## src/rtl/seg7_frame_streamer.sv

```systemverilog
// Renders DIGITS seven-segment glyphs (16x32 px each) into SSD1306 page-column
// bytes and streams one frame over a valid/ready byte interface.
module seg7_frame_streamer #(
    parameter int DIGITS = 4,
    parameter int SPACE  = 2
) (
    input  logic                  clk,
    input  logic                  reset,
    input  logic                  start,
    input  logic [7*DIGITS-1:0]   segments_in,
    input  logic [DIGITS-1:0]     blank_in,
    input  logic                  invert_in,
    output logic [7:0]            out_data,
    output logic                  out_valid,
    input  logic                  out_ready,
    output logic                  out_page_first,
    output logic                  out_last,
    output logic                  busy,
    output logic                  done
);

    localparam int CELL_W = SPACE + 16;
    localparam int CW     = $clog2(CELL_W);
    localparam int DW     = (DIGITS > 1) ? $clog2(DIGITS) : 1;
    localparam logic [CW-1:0] COL_LAST = CW'(CELL_W - 1);
    localparam logic [DW-1:0] DIG_LAST = DW'(DIGITS - 1);

    typedef enum logic [1:0] {IDLE = 2'd0, STREAM = 2'd1, DONE = 2'd2} state_t;

    state_t                state_q;
    logic [1:0]            page_q;
    logic [DW-1:0]         digit_q;
    logic [CW-1:0]         col_q;
    logic [7*DIGITS-1:0]   segs_q;
    logic [DIGITS-1:0]     blank_q;
    logic                  invert_q;
    logic [7:0]            out_data_q;
    logic                  out_valid_q;
    logic                  page_first_q;
    logic                  last_q;
    logic                  busy_q;
    logic                  done_q;

    logic [1:0]            page_d;
    logic [DW-1:0]         digit_d;
    logic [CW-1:0]         col_d;
    logic [7:0]            byte_d;
    logic [7:0]            first_byte_d;
    logic                  page_first_d;
    logic                  last_d;

    function automatic logic in_rng(input logic [5:0] v, input logic [5:0] lo, input logic [5:0] hi);
        return (v >= lo) && (v <= hi);
    endfunction

    function automatic logic [7:0] glyph_byte(input logic [6:0] segs, input logic blank,
                                              input logic inv, input logic [1:0] page,
                                              input logic [CW-1:0] col);
        logic [7:0] b;
        logic [6:0] xs;
        logic [5:0] x;
        logic [5:0] row;
        b  = 8'h00;
        xs = {1'b0, 6'(col)} - 7'(SPACE);
        x  = xs[5:0];
        // Negative glyph x (leading spacer column) stays dark; xs[6] is the borrow.
        if (!blank && !xs[6]) begin
            for (int k = 0; k < 8; k++) begin
                row  = {1'b0, page, 3'(k)};
                b[k] = (segs[0] & in_rng(x, 6'd2,  6'd13) & in_rng(row, 6'd0,  6'd4))
                     | (segs[1] & in_rng(x, 6'd12, 6'd15) & in_rng(row, 6'd2,  6'd15))
                     | (segs[2] & in_rng(x, 6'd12, 6'd15) & in_rng(row, 6'd16, 6'd29))
                     | (segs[3] & in_rng(x, 6'd2,  6'd13) & in_rng(row, 6'd27, 6'd31))
                     | (segs[4] & in_rng(x, 6'd0,  6'd3)  & in_rng(row, 6'd16, 6'd29))
                     | (segs[5] & in_rng(x, 6'd0,  6'd3)  & in_rng(row, 6'd2,  6'd15))
                     | (segs[6] & in_rng(x, 6'd2,  6'd13) & in_rng(row, 6'd14, 6'd17));
            end
        end
        return inv ? ~b : b;
    endfunction

    // Next stream position (column innermost) and the byte/flags that go with it.
    always_comb begin
        col_d   = col_q;
        digit_d = digit_q;
        page_d  = page_q;
        if (col_q == COL_LAST) begin
            col_d = '0;
            if (digit_q == DIG_LAST) begin
                digit_d = '0;
                page_d  = page_q + 2'd1;
            end else begin
                digit_d = digit_q + DW'(1);
            end
        end else begin
            col_d = col_q + CW'(1);
        end
        byte_d       = glyph_byte(segs_q[7*int'(digit_d) +: 7], blank_q[digit_d], invert_q, page_d, col_d);
        first_byte_d = glyph_byte(segments_in[6:0], blank_in[0], invert_in, 2'd0, '0);
        page_first_d = (digit_d == '0) && (col_d == '0);
        last_d       = (page_d == 2'd3) && (digit_d == DIG_LAST) && (col_d == COL_LAST);
    end

    // Frame FSM with registered stream outputs.
    always_ff @(posedge clk) begin
        if (reset) begin
            state_q      <= IDLE;
            page_q       <= 2'd0;
            digit_q      <= '0;
            col_q        <= '0;
            segs_q       <= '0;
            blank_q      <= '0;
            invert_q     <= 1'b0;
            out_data_q   <= 8'h00;
            out_valid_q  <= 1'b0;
            page_first_q <= 1'b0;
            last_q       <= 1'b0;
            busy_q       <= 1'b0;
            done_q       <= 1'b0;
        end else begin
            case (state_q)
                IDLE: begin
                    done_q <= 1'b0;
                    if (start) begin
                        segs_q       <= segments_in;
                        blank_q      <= blank_in;
                        invert_q     <= invert_in;
                        page_q       <= 2'd0;
                        digit_q      <= '0;
                        col_q        <= '0;
                        out_data_q   <= first_byte_d;
                        out_valid_q  <= 1'b1;
                        page_first_q <= 1'b1;
                        last_q       <= 1'b0;
                        busy_q       <= 1'b1;
                        state_q      <= STREAM;
                    end
                end
                STREAM: begin
                    if (out_valid_q && out_ready) begin
                        if (last_q) begin
                            out_valid_q  <= 1'b0;
                            out_data_q   <= 8'h00;
                            page_first_q <= 1'b0;
                            last_q       <= 1'b0;
                            done_q       <= 1'b1;
                            state_q      <= DONE;
                        end else begin
                            page_q       <= page_d;
                            digit_q      <= digit_d;
                            col_q        <= col_d;
                            out_data_q   <= byte_d;
                            page_first_q <= page_first_d;
                            last_q       <= last_d;
                        end
                    end
                end
                DONE: begin
                    done_q  <= 1'b0;
                    busy_q  <= 1'b0;
                    page_q  <= 2'd0;
                    digit_q <= '0;
                    col_q   <= '0;
                    state_q <= IDLE;
                end
                default: begin
                    out_valid_q <= 1'b0;
                    busy_q      <= 1'b0;
                    done_q      <= 1'b0;
                    state_q     <= IDLE;
                end
            endcase
        end
    end

    assign out_data       = out_data_q;
    assign out_valid      = out_valid_q;
    assign out_page_first = page_first_q;
    assign out_last       = last_q;
    assign busy           = busy_q;
    assign done           = done_q;

endmodule

```

## config.mk

```make
export PLATFORM = sky130hd
export DESIGN_NAME = seg7_frame_streamer
export DESIGN_NICKNAME = d
export VERILOG_FILES = /design/src/rtl/seg7_frame_streamer.sv
export SDC_FILE = /design/constraint.sdc
export NUM_CORES = 1
export LEC_CHECK = 0
export CORE_MARGIN = 2
export CORE_UTILIZATION = 45
export DETAILED_ROUTE_END_ITERATION = 10
export GPL_TIMING_DRIVEN = 0
export PLACE_DENSITY = 0.7
export SLEW_MARGIN = 20
export SYNTH_ARGS = -nofsm -noshare
export SYNTH_HDL_FRONTEND = slang
export SYNTH_SLANG_ARGS = --single-unit
```

## constraint.sdc

```tcl
create_clock -name clk -period 7.2 [get_ports clk]
set_input_delay 1.44 -clock clk [delete_from_list [all_inputs] [get_ports clk]]
set_output_delay 1.44 -clock clk [all_outputs]
set_load 0.01 [all_outputs]
```

==> results.md <==
* I/O Buffers at 48
* Pin count of the biggest net entering global routing at 11
* Total negative slack at 0 ns
* Max Fclk at 0.268 GHz
* GRT Overall Usage at 22.0%
* Via Count at 3004
* Clock Tree Root: clkbuf_8
* Status: finished clean
* Worst Path Buf+Inv at 4
* Post-synth cell types at 63
* Final setup viols at 0
* Clk_lat worst skew at 0.34 ns
* CTS tree: done
* Post-synthesis register bit count at 57
* Initial antenna violation count at 0
* Critical Path Fanout Max at 10
* Layout area overhead at 25.2%
* Clock Tree Buf Depth at 2
* Area of the die at 0.00765 mm^2
* DR vias/cell at 5.60
* TritonCTS Buffers at 9
* Hold WC Path Type: register to register
* Async SR Flop Fraction at 0%
* CP Class: register to register
* Syn Area/Cell at 7.97 um^2
* Antenna viol nets, final at 0
* Die height at 87.4 um
* CP max-delay cell: a311oi_1
* CTS sink cnt at 57
* Crit share post-route at 51.8%
* Hold Buf Count CTS at 0
* H-tree levels at 3
* Max Cap Violations at 0
* Leak at 1.46 nW
* Post-Place Worst Slack at 3.51 ns
* Worst-path clk slew at 0.07 ns
* GP Congestion at 0.888
* CP endpoint kind: register
* Post-CTS Setup Inserts at 0
* WL/cell at 14.9 um
* Post-DP HPWL at 5960 um
* Final cell count without fillers at 536
* Sequential-to-total area share from yosys stat at 36.4%
* Detailed-route wire length at 8010 um
* Post-route cell area at 0.00392 mm^2
* Final hold vios at 0
* Placed cells at 521
* Slew HR at 48.3%
* Most frequent cells in the layout: nand2_1 (86), dfxtp_1 (57), a21oi_1 (53)
* Syn. warnings at 0
* DIE WIDTH at 87.4 um
* Mapped Nets at 437
* Fin Clk Skew at 0.00818 ns
* CP delay by family, top: compound AO/OA/AOI/OAI gates
* Cell count after synthesis at 393
* Top_reg_cell synth: dfxtp_1
* Filler cells at 655
* Fin Hold WS at 0.457 ns
* Final Max Tran Viols at 0
* # resized after CTS at 0
* Initial DRC Count at 142
* Ant diodes at 0
* Area after DPL at 0.00371 mm^2
* RSZ-0062 raised after global routing: false
* Layout cells sized above 1 at 8.99%
* Power Density at 195 mW/mm^2
* Synthesized cell area at 0.00313 mm^2
* First-pass GRT wire length at 13400 um
* Vias in the first global route at 2877
* Initial core utilization at 46.4%
* VDD IR-drop max at 0.0000990 V
* Core area at 0.00676 mm^2
* # nets final at 496
* Fin crit period at 3.73 ns
* Pin slew with the least headroom to its limit at 0.774 ns
* Leading cell type in the layout, fill and taps excluded: nand2_1
* # DRC at 0
* DR pass1 iterations at 4
* Post-synth EDFFs at 0
* Crit-path cells: inv_1, ha_1, nor4bb_4, buf_6, buf_12, nor2_1, inv_1, ha_1, a311oi_1, a21o_1, o22ai_1, o21ai_0, o211ai_2, mux2i_1, nand2_1, o211a_1
* Remaining global-route overflow at 0
* FP Rows at 30
* WP data required at 7.43 ns
* Endpoint arrival time on the critical path at 3.96 ns
* Setup WS post-layout at 3.47 ns
* Io pins at 50
* Startpoint type of the worst setup path: register
* CP max stage delay at 0.44 ns
-- worst reg2reg max path, stage by stage, from the launching register on --
cell and delay [ns]:
dfxtp_1 0.41, inv_1 0.10, ha_1 0.22, nor4bb_4 0.18, buf_6 0.14, buf_12 0.14, nor2_1 0.23, inv_1 0.11
ha_1 0.36, a311oi_1 0.44, a21o_1 0.18, o22ai_1 0.10, o21ai_0 0.40, o211ai_2 0.17, mux2i_1 0.21, nand2_1 0.09
o211a_1 0.13
-- per-layer routing --
| layer | routed length, um | up-vias | global-route usage [%] |
|---|---|---|---|
| li1 | - | 1510 | - |
| met4 | 70 | 0 | 6.57 |
| met5 | 0 | - | 0 |
| met3 | 379 | 7 | 5.40 |
| met2 | 3860 | 75 | 36.3 |
| met1 | 3710 | 1412 | 28.5 |
-- sequential cells by signal, indices dropped and copies added (netlist names) --
signal,count
state_q,2
busy,1
segs_q,28
col_q,5
out_page_first,1
out_valid,1
out_data,8
done,1
page_q,2
invert_q,1
blank_q,4
digit_q,2
out_last,1
-- worst paths after layout --
| path | from | to | slack [ns] | cells after the start |
|---|---|---|---|---|
| setup / recovery | col_q[1] | out_data[6] | 3.47 | 16 |
| hold / removal | segs_q[9] | segs_q[9] | 0.46 | 2 |
| setup reg to reg | col_q[1] | out_data[6] | 3.47 | 16 |
| hold reg to reg | segs_q[9] | segs_q[9] | 0.46 | 2 |
-- synthesized netlist by cell type (all sizes together), types with 3 or more instances --
| cell type | count | area share (%) |
|---|---|---|
| a21oi | 53 | 8.5 |
| a311oi | 3 | 0.84 |
| nor3 | 8 | 1.3 |
| nor4 | 4 | 1.0 |
| o21ai | 10 | 1.6 |
| buf | 8 | 2.7 |
| a21o | 3 | 0.76 |
| a31oi | 4 | 0.80 |
| o211a | 3 | 0.96 |
| nand3 | 5 | 0.80 |
| dfxtp | 57 | 36 |
| clkbuf | 16 | 1.9 |
| mux2i | 18 | 5.9 |
| a211oi | 3 | 0.72 |
| nand2 | 86 | 10 |
| a22oi | 12 | 2.9 |
| nor2 | 33 | 4.0 |
| or2 | 3 | 0.60 |
| ha | 7 | 2.8 |
| nand2b | 5 | 1.0 |
| inv | 7 | 0.84 |
| xnor2 | 3 | 1.1 |
-- power breakdown --
group          internal [W]  switching (W)
clock              0.000191       0.000134
combinational     0.0000471      0.0000498
sequential         0.000333      0.0000101
total              0.000571       0.000194
-- metrics by stage --
stage          power (W)  util (%)
6_report        0.000765      58.0
5_1_grt         0.000796      58.0
4_1_cts         0.000770      58.0
3_5_place_dp    0.000447      55.0
3_3_place_gp    0.000445      55.0
2_1_floorplan   0.000400         -
-- kinds of logic (layout without fill, tap and decap cells) --
| family | count (synthesis) | after routing | synth area share, % |
|---|---|---|---|
| xor gates and xnor gates | 5 | 5 | 1.64 |
| AOI/OAI and AO/OA | 107 | 107 | 21.6 |
| DFF | 57 | 57 | 36.4 |
| muxes | 21 | 21 | 7.43 |
| and+or+nand+nor | 165 | 165 | 24.6 |
| buffers and inverters | 31 | 94 | 5.43 |
| adders and majority gates | 7 | 7 | 2.80 |
-- area by class of cell --
class	count	area [um^2]	share of cell area [%]
Multi-Input combinational cell	305	1820	46.5
Inverter	7	26.3	0.670
Tap cell	80	100	2.55
Sequential cell	57	1140	29.1
Clock inverter	6	83.8	2.14
Timing Repair Buffer	48	480	12.3
Clock buffer	9	124	3.16
Buffer	24	144	3.67
No activity file was read; power rests on OpenSTA's default activity.
